File: src/rtl/lsu_riscv_if.sv
// Memory-side bus of the load/store unit: one request at a time,
// completed by a single-cycle ready from the memory.
interface lsu_riscv_if;
    logic        req;
    logic        we;
    logic [3:0]  be;
    logic [31:0] addr;
    logic [31:0] wd;
    logic [31:0] rd;
    logic        ready;

    modport master (output req, we, be, addr, wd, input rd, ready);
    modport slave  (input req, we, be, addr, wd, output rd, ready);
endinterface

File: src/rtl/lsu_riscv.sv
// Load/store unit: turns one core data request into one memory bus
// transaction, stalls the core until it completes, builds byte enables and
// lane-replicated store data, extends load data and reports faults.
module lsu_riscv #(
    parameter int unsigned TIMEOUT = 255
) (
    input  logic        clk_i,
    input  logic        rst_i,
    input  logic        core_req_i,
    input  logic        core_we_i,
    input  logic [2:0]  core_size_i,
    input  logic [31:0] core_addr_i,
    input  logic [31:0] core_wd_i,
    output logic [31:0] core_rd_o,
    output logic        core_stall_o,
    output logic        fault_o,
    output logic [1:0]  fault_cause_o,
    lsu_riscv_if.master mem
);

    localparam int CW = (TIMEOUT > 1) ? $clog2(TIMEOUT + 1) : 1;

    typedef enum logic [1:0] {IDLE, ACCESS, DONE} state_t;

    state_t        state_reg;
    logic          we_reg;
    logic [2:0]    size_reg;
    logic [31:0]   addr_reg;
    logic [3:0]    be_reg;
    logic [31:0]   wd_reg;
    logic [31:0]   rd_reg;
    logic [CW-1:0] wait_reg;
    logic          mem_req_reg;
    logic          fault_reg;
    logic [1:0]    cause_reg;

    // Request decode: sizes 3, 6 and 7 are illegal; low two size bits give the width.
    logic          size_illegal;
    logic          misaligned;
    logic [3:0]    be_next;
    logic [31:0]   wd_next;
    logic [7:0]    lane_b;
    logic [15:0]   lane_h;
    logic [31:0]   load_ext;
    logic          timed_out;

    assign size_illegal = (core_size_i[1:0] == 2'd3) || (core_size_i == 3'd6);
    assign misaligned   = ((core_size_i[1:0] == 2'd1) && core_addr_i[0]) ||
                          ((core_size_i[1:0] == 2'd2) && (core_addr_i[1:0] != 2'b00));

    // Byte enables and store data replicated into every lane the width can occupy.
    always_comb begin
        be_next = 4'b1111;
        wd_next = core_wd_i;
        case (core_size_i[1:0])
            2'd0: begin
                be_next = 4'b0001 << core_addr_i[1:0];
                wd_next = {4{core_wd_i[7:0]}};
            end
            2'd1: begin
                be_next = core_addr_i[1] ? 4'b1100 : 4'b0011;
                wd_next = {2{core_wd_i[15:0]}};
            end
            default: ;
        endcase
    end

    // Load alignment and sign/zero extension from the latched address and size.
    assign lane_b = mem.rd[{addr_reg[1:0], 3'b000} +: 8];
    assign lane_h = addr_reg[1] ? mem.rd[31:16] : mem.rd[15:0];

    always_comb begin
        load_ext = mem.rd;
        case (size_reg)
            3'd0:    load_ext = {{24{lane_b[7]}}, lane_b};
            3'd4:    load_ext = {24'd0, lane_b};
            3'd1:    load_ext = {{16{lane_h[15]}}, lane_h};
            3'd5:    load_ext = {16'd0, lane_h};
            default: load_ext = mem.rd;
        endcase
    end

    assign timed_out = (TIMEOUT != 0) && (wait_reg == CW'(TIMEOUT));

    // Sequencer: IDLE latches the request, ACCESS holds the bus, DONE releases the core.
    always_ff @(posedge clk_i or posedge rst_i) begin
        if (rst_i) begin
            state_reg   <= IDLE;
            we_reg      <= 1'b0;
            size_reg    <= 3'd0;
            addr_reg    <= 32'd0;
            be_reg      <= 4'd0;
            wd_reg      <= 32'd0;
            rd_reg      <= 32'd0;
            wait_reg    <= '0;
            mem_req_reg <= 1'b0;
            fault_reg   <= 1'b0;
            cause_reg   <= 2'b00;
        end else begin
            fault_reg <= 1'b0;
            cause_reg <= 2'b00;
            case (state_reg)
                IDLE: begin
                    if (core_req_i) begin
                        we_reg   <= core_we_i;
                        size_reg <= core_size_i;
                        addr_reg <= core_addr_i;
                        be_reg   <= be_next;
                        wd_reg   <= wd_next;
                        wait_reg <= '0;
                        if (size_illegal || misaligned) begin
                            state_reg <= DONE;
                            fault_reg <= 1'b1;
                            cause_reg <= 2'b01;
                        end else begin
                            state_reg   <= ACCESS;
                            mem_req_reg <= 1'b1;
                        end
                    end
                end
                ACCESS: begin
                    // Ready takes priority over a timeout reached in the same cycle.
                    if (mem.ready) begin
                        if (!we_reg) begin
                            rd_reg <= load_ext;
                        end
                        mem_req_reg <= 1'b0;
                        state_reg   <= DONE;
                    end else if (timed_out) begin
                        rd_reg      <= 32'd0;
                        mem_req_reg <= 1'b0;
                        fault_reg   <= 1'b1;
                        cause_reg   <= 2'b10;
                        state_reg   <= DONE;
                    end else begin
                        wait_reg <= wait_reg + 1'b1;
                    end
                end
                DONE: begin
                    state_reg <= IDLE;
                end
                default: begin
                    state_reg <= IDLE;
                end
            endcase
        end
    end

    // Bus outputs are driven only while the request is up, zero otherwise.
    assign mem.req  = mem_req_reg;
    assign mem.we   = mem_req_reg & we_reg;
    assign mem.be   = be_reg & {4{mem_req_reg}};
    assign mem.addr = mem_req_reg ? {addr_reg[31:2], 2'b00} : 32'd0;
    assign mem.wd   = mem_req_reg ? wd_reg : 32'd0;

    // Stall follows the request in IDLE so the core holds before the first edge.
    assign core_stall_o = rst_i ? 1'b0 :
                          (state_reg == IDLE) ? core_req_i : (state_reg == ACCESS);

    assign core_rd_o     = rd_reg;
    assign fault_o       = fault_reg;
    assign fault_cause_o = cause_reg;

endmodule

File: src/flat_wrapper.sv
// flat-port wrapper written by rule: the top's interface ports become plain ports
module lsu_riscv_flat 
#(
    parameter int unsigned TIMEOUT = 255
)
  (clk_i, rst_i, core_req_i, core_we_i, core_size_i, core_addr_i, core_wd_i, core_rd_o, core_stall_o, fault_o, fault_cause_o, mem_req, mem_we, mem_be, mem_addr, mem_wd, mem_rd, mem_ready);
  lsu_riscv_if mem_i ();
  input  logic clk_i;
  input  logic rst_i;
  input  logic core_req_i;
  input  logic core_we_i;
  input  logic [2:0] core_size_i;
  input  logic [31:0] core_addr_i;
  input  logic [31:0] core_wd_i;
  output logic [31:0] core_rd_o;
  output logic core_stall_o;
  output logic fault_o;
  output logic [1:0] fault_cause_o;
  output wire logic [$bits(mem_i.req)-1:0] mem_req;
  output wire logic [$bits(mem_i.we)-1:0] mem_we;
  output wire logic [$bits(mem_i.be)-1:0] mem_be;
  output wire logic [$bits(mem_i.addr)-1:0] mem_addr;
  output wire logic [$bits(mem_i.wd)-1:0] mem_wd;
  input wire logic [$bits(mem_i.rd)-1:0] mem_rd;
  input wire logic [$bits(mem_i.ready)-1:0] mem_ready;
  assign mem_req = mem_i.req;
  assign mem_we = mem_i.we;
  assign mem_be = mem_i.be;
  assign mem_addr = mem_i.addr;
  assign mem_wd = mem_i.wd;
  assign mem_i.rd = mem_rd;
  assign mem_i.ready = mem_ready;
  lsu_riscv #(.TIMEOUT(TIMEOUT)) u_core (.clk_i(clk_i), .rst_i(rst_i), .core_req_i(core_req_i), .core_we_i(core_we_i), .core_size_i(core_size_i), .core_addr_i(core_addr_i), .core_wd_i(core_wd_i), .core_rd_o(core_rd_o), .core_stall_o(core_stall_o), .fault_o(fault_o), .fault_cause_o(fault_cause_o), .mem(mem_i));
endmodule
File: config.mk
export PLATFORM = sky130hd
export DESIGN_NAME = lsu_riscv_flat
export DESIGN_NICKNAME = d
export VERILOG_FILES = /design/src/rtl/lsu_riscv_if.sv /design/src/rtl/lsu_riscv.sv /design/src/flat_wrapper.sv
export SDC_FILE = /design/constraint.sdc
export NUM_CORES = 1
export LEC_CHECK = 0
export BUFFER_PORTS_ARGS = -buffer_cell sky130_fd_sc_hd__buf_4
export CAP_MARGIN = 0
export CORE_UTILIZATION = 50
export DETAILED_ROUTE_END_ITERATION = 7
export PLACE_DENSITY = 0.84
export SLEW_MARGIN = 20
export SYNTH_ARGS = -nofsm -noshare
export SYNTH_HDL_FRONTEND = slang
export SYNTH_SLANG_ARGS = --single-unit
export TNS_END_PERCENT = 10
File: constraint.sdc
create_clock -name clk_i -period 4.35 [get_ports clk_i]
set_input_delay 0.435 -clock clk_i [delete_from_list [all_inputs] [get_ports clk_i]]
set_output_delay 0.435 -clock clk_i [all_outputs]
set_load 0.02 [all_outputs]
==> results of run 1 <==
[Yosys cell counts (2+ instances only)]
master / n / share of area
a221o_1: 17 / 0.029
a221oi_1: 5 / 0.0075
buf_4: 2 / 0.0026
nor3b_1: 3 / 0.0038
nand4_1: 3 / 0.0032
a22o_1: 11 / 0.016
o21ai_0: 40 / 0.034
and2_1: 68 / 0.072
nor2b_1: 4 / 0.0043
buf_1: 2 / 0.0013
nor2_1: 21 / 0.013
a21oi_1: 14 / 0.012
o31a_1: 2 / 0.0030
nand3_1: 9 / 0.0077
dfrtp_1: 118 / 0.50
o31ai_1: 2 / 0.0026
a2bb2oi_1: 6 / 0.0089
xor2_1: 2 / 0.0030
inv_1: 4 / 0.0026
buf_2: 7 / 0.0060
nand2_1: 160 / 0.10
buf_6: 2 / 0.0038
clkbuf_1: 35 / 0.022
o211ai_1: 5 / 0.0064
nor3_1: 4 / 0.0034
a32o_1: 2 / 0.0034
nand2b_1: 7 / 0.0075
or3b_2: 2 / 0.0030
mux2_2: 5 / 0.0096
a31oi_1: 4 / 0.0043
and3_1: 2 / 0.0021
mux2i_1: 34 / 0.058
o22ai_1: 10 / 0.011
o21bai_1: 2 / 0.0026
[cells in the final DEF, fill, tap and decap left out, types with 6 or more instances in the layout]
cell type / netlist / layout
mux2i_1: 34 / 34
o22ai_1: 10 / 10
nor2_1: 21 / 21
nand3_1: 9 / 9
a221o_1: 17 / 17
o21ai_0: 40 / 40
and2_1: 68 / 68
a2bb2oi_1: 6 / 6
clkbuf_16: 0 / 17
nand2b_1: 7 / 7
a21oi_1: 14 / 14
buf_4: 2 / 210
a22o_1: 11 / 11
dfrtp_1: 118 / 118
nand2_1: 160 / 160
[through the flow]
stage / util / total power [uW] / instances / setup slack [ps] / hold WS, ps
floorplan: - / 3140 / 629 / 786 / 437
global placement: 0.651 / 4050 / 934 / 1990 / 450
detailed placement: 0.651 / 4130 / 934 / 1870 / 454
CTS: 0.705 / 5590 / 966 / 1830 / 202
global route: 0.706 / 5860 / 966 / 1940 / 200
finish: 0.706 / 5570 / 966 / 2080 / 153
[cells by family after synthesis]
family | after synthesis
mux | 40
simple gates | 291
fa+ha+maj | 1
compound gates | 123
other cells | 1
xor+xnor | 2
flops | 118
buf+inv | 52
[power breakdown]
| group | internal [uW] | switching (uW) | total, uW |
|---|---|---|---|
| Clock | 973 | 479 | 1450 |
| Sequential | 1480 | 283 | 1760 |
| Combinational | 1050 | 1310 | 2360 |
[worst paths after layout]
kind                                               endpoint                             from
hold reg to reg             u_core.addr_reg[22]$_DFFE_PP0P_  u_core.addr_reg[22]$_DFFE_PP0P_
setup reg to reg           u_core.core_rd_o[15]$_DFFE_PP0P_   u_core.addr_reg[1]$_DFFE_PP0P_
setup / recovery           u_core.core_rd_o[15]$_DFFE_PP0P_   u_core.addr_reg[1]$_DFFE_PP0P_
max in group asynchronous   u_core.core_rd_o[2]$_DFFE_PP0P_                            rst_i
hold / removal                    u_core.we_reg$_DFFE_PP0P_                            rst_i
min in group clk_i          u_core.addr_reg[22]$_DFFE_PP0P_                  core_addr_i[22]
[layout make-up]
class                   count  area share
well taps                 143      0.0222
clock inverters             8      0.0147
flip-flops and latches    118       0.366
multi-input cells         459       0.336
inverters                   4     0.00248
clock buffers              24      0.0622
repair buffers            210       0.196
[layer usage]
metal / GRT usage / routed length (um)
met5: 0 / 0
met3: 0.0955 / 1440
met2: 0.469 / 8190
met4: 0.110 / 414
met1: 0.320 / 6330
[critical path, stage by stage (launching register included)]
cell,delay (ps)
dfrtp_1,880
mux4_2,600
nor2b_1,150
o31a_1,310
a22o_1,220
==> results.ini, run 1 <==
[clock_network]
cts_tree=done
cts-resized-gates=0
path_clk_slew_ps=50
htreeDepth=4
clk_latency_ps=410
cts_setup_buffers=0
clockBufferDepth=2
cts-root-buf=clkbuf_16
cts_sinks=118
cts_hold_buf=0
cts_buffers=17

[outcome]
outcome=complete, no violations

[placed_design]
gp_congestion=0.858
dp_hpwl_mm=11.6
io_buffer_count=207
postPlaceCellArea_um2=7430

[floorplanning]
coreArea_um2=11400
die_area_um2=12200
die_x_um=110
start_util=0.515
die_h_um=110
pin_count=210
rows=39

[setup_path]
worstPathArrival_ps=2560
start_kind=flop
worstPathMaxFanout=24
required_ps=4640
end_kind=flop
r2r_slack_ps=2080
worstSetupPathType=reg2reg
r2r_cells=4

[global_routing]
gr-usage-all-layers=0.276
grt.overflow.total=0
antenna_found_initial=0
grt_pass1_vias=5220
grt_max_degree=101
grt_pass1_wl_mm=26.5

[timing]
tns_ps=0
fmax_mhz=440
fin_crit_sh=0.523
slew_violations=0
setup_violations=0
period_minus_slack_ps=2270
fin_skew_ps=9.65
rsz0062_at_grt=no
hold_violations=0
worst_pin_slew_ps=1070
max_slew_margin=0.289

[yosys]
synth_cell_type_count=48
synth-adder-area-share=0.00213
synth-edff-count=0
synth-compound-area-share=0.145
syn_inst=628
synth_top_family_by_area=simple AND/OR/NAND/NOR gates
synth_ff_type=dfrtp_1
yosys_warnings=0
synth_xor_xnor_area_share=0.00298
muxShareOfSynthArea=0.0713
synth-async-reset-ratio=1.00
syn-cell-area_um2=5880
synth-simple-area-share=0.237
avgSynthCellArea_um2=9.36
yosysSeqAreaShare=0.503
ys_ff_latch=118

[cells_and_area]
layout-drive-gt1-share=0.311
seq_area_um2=2950
fill_cells=899
multi_input_area_um2=2710
final_cell_area_um2=8060
final_nets=915
diodes=0
area_delta_synth_final_pct=37.2

[flow_run]
cap_violations=0

[drt]
drtIter0Drc=324
drtPass1Iterations=5
drcViolationCount=0
drt-vias-per-instance=5.64
routedWlPerCell_um=17.0
routed_wl_mm=16.4
vias=5446
ant_nets=0

[pwr]
power_density_nw_per_um2=691
p_leak_uw=0.00409
peakVddDrop_v=0.000396

[min_path]
hold_class=in2async

(Power assumes the default switching activity.)
==> inputs of run 2 (changes only) <==
--- a/config.mk
+++ b/config.mk
@@ -7,9 +7,9 @@
 export LEC_CHECK = 0
 export BUFFER_PORTS_ARGS = -buffer_cell sky130_fd_sc_hd__buf_4
 export CAP_MARGIN = 0
-export CORE_UTILIZATION = 50
+export CORE_UTILIZATION = 45
 export DETAILED_ROUTE_END_ITERATION = 7
-export PLACE_DENSITY = 0.84
+export PLACE_DENSITY = 0.8
 export SLEW_MARGIN = 20
 export SYNTH_ARGS = -nofsm -noshare
 export SYNTH_HDL_FRONTEND = slang
==> constraint.sdc (replaced) <==
create_clock -name clk_i -period 1.9 [get_ports clk_i]
set_input_delay 0.19 -clock clk_i [delete_from_list [all_inputs] [get_ports clk_i]]
set_output_delay 0.19 -clock clk_i [all_outputs]
set_load 0.02 [all_outputs]
==> run 2 against run 1 <==
Against the previous run:
- non-clock buffer count increased by 64
- largest power group unchanged
- highest routed layer unchanged
- flip-flop and latch count is the same
- utilization decreased by 1.2 points
- sequential share of layout area down 3.0 points
- power rose by 140%
- routed wire length up 9.8%
- cell count rose by 9.7%
- critical endpoint is now u_core.core_rd_o[19]$_DFFE_PP0P_
==> results.ini, run 2 (same netlist as run 1, synthesis figures left out) <==
[clock_network]
htreeDepth=4  ; unchanged
cts_sinks=118  ; unchanged
path_clk_slew_ps=50  ; about the same
cts_tree=done
clockBufferDepth=2  ; unchanged
cts-root-buf=clkbuf_16
clk_latency_ps=420  ; about the same
cts_buffers=17  ; unchanged

[global_routing]
gr-usage-all-layers=0.276  ; about the same
grt_max_degree=84  ; -17%
grt_pass1_wl_mm=28.3  ; +6.6%
grt.overflow.total=0  ; unchanged
antenna_found_initial=0  ; unchanged
grt_pass1_vias=5769  ; +11%

[setup_path]
start_kind=flop
end_kind=flop
worstPathArrival_ps=2140  ; -420 ps
worstPathMaxFanout=16  ; -33%
required_ps=2200  ; -2440 ps
worstSetupPathType=reg2reg

[pwr]
clkPwrFrac=0.274  ; +0.013
power_density_nw_per_um2=1520  ; +120%
power.switching_uw=4820  ; +130%
p_int_uw=8550  ; +140%
switching_share=0.360  ; -0.0113
pwr-share-comb=0.429  ; +0.006
p_leak_uw=0.00443  ; +8.2%
seq_power_share=0.297  ; -0.019
peakVddDrop_v=0.000743  ; +88%

[drt]
drtPass1Iterations=5  ; unchanged
vias=5713  ; +4.9%
drtIter0Drc=377  ; +16%
ant_nets=0  ; unchanged
drt-vias-per-instance=5.39  ; -4.4%
routed_wl_mm=18.0  ; +9.8%
routedWlPerCell_um=17.0  ; about the same
drcViolationCount=0  ; unchanged

[placed_design]
gp_congestion=0.934  ; +8.9%
dp.cells=993  ; +6.3%
dp_hpwl_mm=12.3  ; +5.8%
io_buffer_count=207  ; unchanged

[cells_and_area]
layout-drive-gt1-share=0.323  ; +0.0121
area_delta_synth_final_pct=49.6
fin_cells=1060  ; +9.7%
fill_cells=934  ; +3.9%
layout_common_cells=buf_4 (234), nand2_1 (160), dfrtp_1 (117)
diodes=0  ; unchanged
layout_commonest_cell=buf_4
final_nets=980  ; +7.1%
final_core_util=0.694  ; -0.0124

[timing]
max_slew_margin=0.555  ; +0.267
worst_pin_slew_ps=666  ; -401 ps
setup_violations=0  ; unchanged
slew_violations=0  ; unchanged
fin_skew_ps=9.37  ; -0.273 ps
hold_violations=0  ; unchanged
rsz0062_at_grt=yes
fmax_mhz=544  ; +24%
timing.hold.ws_ps=11.3  ; -141 ps
fin_crit_sh=0.968  ; +0.445
period_minus_slack_ps=1840  ; -436 ps

[floorplanning]
die_area_um2=13500  ; +11%
rows=41  ; +5.1%
pin_count=210  ; unchanged
start_util=0.464  ; -0.0509
die_x_um=116  ; +5.3%
coreArea_um2=12700  ; +11%
die_h_um=116  ; +5.3%

[min_path]
hold_class=in2reg

[outcome]
outcome=complete, no violations

[flow_run]
cap_violations=0  ; unchanged

-- run 2: changes by cell type in the layout (fill, tap and decap cells not counted), sizes merged --
cell         delta
nor2            +1
buf            +30
inv             -1
dlygate4sd3    +34
clkinv          -2
bufinv          +3
clkinvlp        +1
clkbuf          -1
-- run 2: area by class of cell --
cell class,count,area [um^2],area share
clock inverter,9,195,0.0222
sequential,118,2950,0.336
tap,172,215,0.0245
timing repair buffer,274,2210,0.251
clock buffer,23,478,0.0544
inverter,4,18.8,0.00214
multi-input combinational,460,2720,0.309
-- run 2: path summary, 6_finish.rpt --
path	start	endpoint	slack, ps	depth (start not counted)
worst max-delay path	u_core.state_reg[0]$_DFFE_PP0P_	u_core.core_rd_o[19]$_DFFE_PP0P_	60	4
worst min-delay path	core_wd_i[0]	u_core.wd_reg[0]$_DFFE_PP0P_	10	3
worst max register to register	u_core.state_reg[0]$_DFFE_PP0P_	u_core.core_rd_o[19]$_DFFE_PP0P_	60	4
worst min register to register	u_core.addr_reg[23]$_DFFE_PP0P_	u_core.addr_reg[23]$_DFFE_PP0P_	470	2
max in group asynchronous	rst_i	u_core.addr_reg[9]$_DFFE_PP0P_	1050	4
min in group asynchronous	rst_i	u_core.we_reg$_DFFE_PP0P_	460	4
-- run 2: critical path, stage by stage (launching register included) --
cell and delay, ps:
dfrtp_1 400, or3b_4 420, nor3_4 290, nor2_2 230
a221o_1 390
-- run 2: through the flow --
stage                     worst slack, ps  instance area, um^2  power (uW)  setup TNS [ps]
after floorplan                       128                 5880        7200               0
after global placement               -283                 7760        9480           -3790
after detailed placement             -379                 7760        9640           -6960
after CTS                            27.0                 8780       13400               0
after global routing                -10.9                 8790       14100           -11.0
final                                61.3                 8790       13400               0
-- run 2: repair_timing --
item                                    CTS  global route
endpoints found under the hold margin   151             0
endpoints found under the setup margin   32            14
pin swaps                                 1             1
hold buffers                             34             0
setup buffers                             0             0
gates resized for setup                   1             2
gates cloned                              1             0
-- run 2: per-layer routing --
metal,share of wire,vias up,track usage
li1,-,2650,-
met1,0.39,2754,0.307
met2,0.50,261,0.471
met3,0.082,48,0.0955
met4,0.030,0,0.138
met5,0,-,0
-- run 2: power by group through the flow --
stage	combinational (uW)	clock, uW	sequential (uW)
after floorplan	3010	0	4190
after global placement	5550	0	3930
after detailed placement	5660	0	3980
after CTS	5750	3700	3960
after global routing	6220	3810	4070
final	5740	3660	3970
==> inputs of run 3 (changes only) <==
--- a/config.mk
+++ b/config.mk
@@ -7,6 +7,7 @@
 export LEC_CHECK = 0
 export BUFFER_PORTS_ARGS = -buffer_cell sky130_fd_sc_hd__buf_4
 export CAP_MARGIN = 0
+export CORE_ASPECT_RATIO = 1.4
 export CORE_UTILIZATION = 45
 export DETAILED_ROUTE_END_ITERATION = 7
 export PLACE_DENSITY = 0.8
==> run 3 against run 2 <==
Against the previous run:
- first-iteration DRC count shrank 32%
- routed wire length shrank 0.33%
- final area shrank 1.2%
- clock-buffer cell count shrank 4
- hold slack gained 4.1 ps
==> results.ini, run 3 (same netlist as run 1, synthesis figures left out) <==
[clock_network]
clockBufferDepth=2  ; unchanged
cts_setup_buffers=0  ; unchanged
cts_buffers=17  ; unchanged
htreeDepth=4  ; unchanged
cts_sinks=118  ; unchanged
path_clk_slew_ps=60  ; about the same
cts-root-buf=clkbuf_16
clk_latency_ps=410  ; about the same
cts_tree=done

[setup_path]
r2r_slack_ps=60  ; about the same
end_kind=flop
worstSetupPathType=reg2reg
required_ps=2190  ; about the same
worstPathArrival_ps=2130  ; about the same
start_kind=flop
worstPathMaxFanout=16  ; unchanged

[timing]
fmax_mhz=544  ; about the same
fin_ws_ps=61.2  ; -0.106 ps
setup_violations=0  ; unchanged
fin_skew_ps=6.95  ; -2.43 ps
tns_ps=0  ; unchanged
fin_crit_sh=0.968  ; about the same
rsz0062_at_grt=yes
max_slew_margin=0.538  ; -0.0179
slew_violations=0  ; unchanged
period_minus_slack_ps=1840  ; +0.106 ps
hold_violations=0  ; unchanged
worst_pin_slew_ps=693  ; +26.8 ps

[drt]
drtIter0Drc=258  ; -32%
vias=5657  ; -0.98%
routed_wl_mm=17.9  ; -0.33%
drtPass1Iterations=5  ; unchanged
drt-vias-per-instance=5.45  ; +1.1%
ant_nets=0  ; unchanged
drcViolationCount=0  ; unchanged
routedWlPerCell_um=17.3  ; +1.8%

[cells_and_area]
final_nets=976  ; -0.41%
layout_commonest_cell=buf_4
layout_common_cells=buf_4 (234), nand2_1 (160), dfrtp_1 (118)
layout-drive-gt1-share=0.325  ; +0.00146
final_cell_area_um2=8680  ; -1.2%
fin_cells=1038  ; -2.1%
area_delta_synth_final_pct=47.8

[global_routing]
gr-usage-all-layers=0.266  ; -0.0102
grt_pass1_vias=5758  ; -0.19%
grt.overflow.total=0  ; unchanged
grt_pass1_wl_mm=28.0  ; -0.98%
grt_max_degree=69  ; -18%
antenna_found_initial=1  ; +1

[pwr]
power_density_nw_per_um2=1510  ; -0.68%
p_leak_uw=0.00437  ; -1.2%
fin_total_pwr_uw=13100  ; -1.9%
peakVddDrop_v=0.00109  ; +47%

[flow_run]
cap_violations=0  ; unchanged

[placed_design]
gp_congestion=0.944  ; +1.0%
dp_hpwl_mm=12.5  ; +1.7%
dp.cells=972  ; -2.1%
io_buffer_count=207  ; unchanged
postPlaceCellArea_um2=7710  ; -0.60%
pre_cts_ws_ps=-30.5  ; +348 ps

[floorplanning]
coreArea_um2=12800  ; +1.1%
die_area_um2=13500  ; about the same
rows=49  ; +20%
die_h_um=137  ; +18%
die_x_um=98.6  ; -15%
pin_count=210  ; unchanged
start_util=0.459  ; -0.00516

[min_path]
hold_class=in2reg

[outcome]
outcome=complete, no violations

run 3: cell types whose count changed in the layout (fill, tap and decap cells not counted), moves of 2 or more:
cell | previous run | this run
clkinv_2 | 3 | 0
bufinv_16 | 6 | 4
clkinv_4 | 0 | 3
dlygate4sd3_1 | 34 | 32
inv_6 | 0 | 3
clkinvlp_4 | 1 | 4
clkbuf_8 | 3 | 1
clkbuf_1 | 3 | 1
run 3: cell type report:
| type | instances | area, um^2 |
|---|---|---|
| fillers | 961 | 4130 |
| flip-flops and latches | 118 | 2950 |
| multi-input cells | 460 | 2720 |
| repair buffers | 270 | 2160 |
| clock buffers | 19 | 443 |
| clock inverters | 13 | 195 |
| well taps | 153 | 191 |
| inverters | 4 | 18.8 |
| diodes | 1 | 2.50 |
run 3: repair_timing:
| item | CTS | global route |
|---|---|---|
| setup endpoints to repair | 5 | 1 |
| gates cloned | 1 | 0 |
| resized for setup | 0 | 1 |
| hold buffers | 32 | 0 |
| pin swaps | 2 | 0 |
| hold endpoints to repair | 47 | 0 |
run 3: path summary, 6_finish.rpt:
| kind | end | from | cells after the start |
|---|---|---|---|
| worst max-delay path | u_core.core_rd_o[18]$_DFFE_PP0P_ | u_core.state_reg[1]$_DFFE_PP0P_ | 4 |
| worst min-delay path | u_core.addr_reg[21]$_DFFE_PP0P_ | core_addr_i[21] | 3 |
| worst max register to register | u_core.core_rd_o[18]$_DFFE_PP0P_ | u_core.state_reg[1]$_DFFE_PP0P_ | 4 |
| worst min register to register | u_core.addr_reg[25]$_DFFE_PP0P_ | u_core.addr_reg[25]$_DFFE_PP0P_ | 2 |
| max in group asynchronous | u_core.addr_reg[17]$_DFFE_PP0P_ | rst_i | 4 |
| min in group asynchronous | u_core.wd_reg[21]$_DFFE_PP0P_ | rst_i | 3 |
run 3: worst max-delay path, stage by stage, from the launching register on:
cell     delay [ps]
dfrtp_1         420
or3b_4          440
nor3_4          260
nor2_2          220
a221o_1         380
run 3: metrics by stage:
step,utilization,hold WS (ps)
5_1_grt,0.678,14.7
6_report,0.678,15.4
2_1_floorplan,-,295
3_5_place_dp,0.602,247
3_3_place_gp,0.602,235
4_1_cts,0.677,2.88
run 3: metal layers:
| metal | track usage | wire [um] |
|---|---|---|
| met1 | 0.289 | 6550 |
| met2 | 0.474 | 9400 |
| met3 | 0.0791 | 1410 |
| met4 | 0.132 | 567 |
| met5 | 0 | 0 |
run 3: where the power goes:
| group | internal [uW] | switching, uW |
|---|---|---|
| clock | 2250 | 1190 |
| combinational | 2560 | 3160 |
| sequential | 3390 | 573 |
| total | 8190 | 4930 |
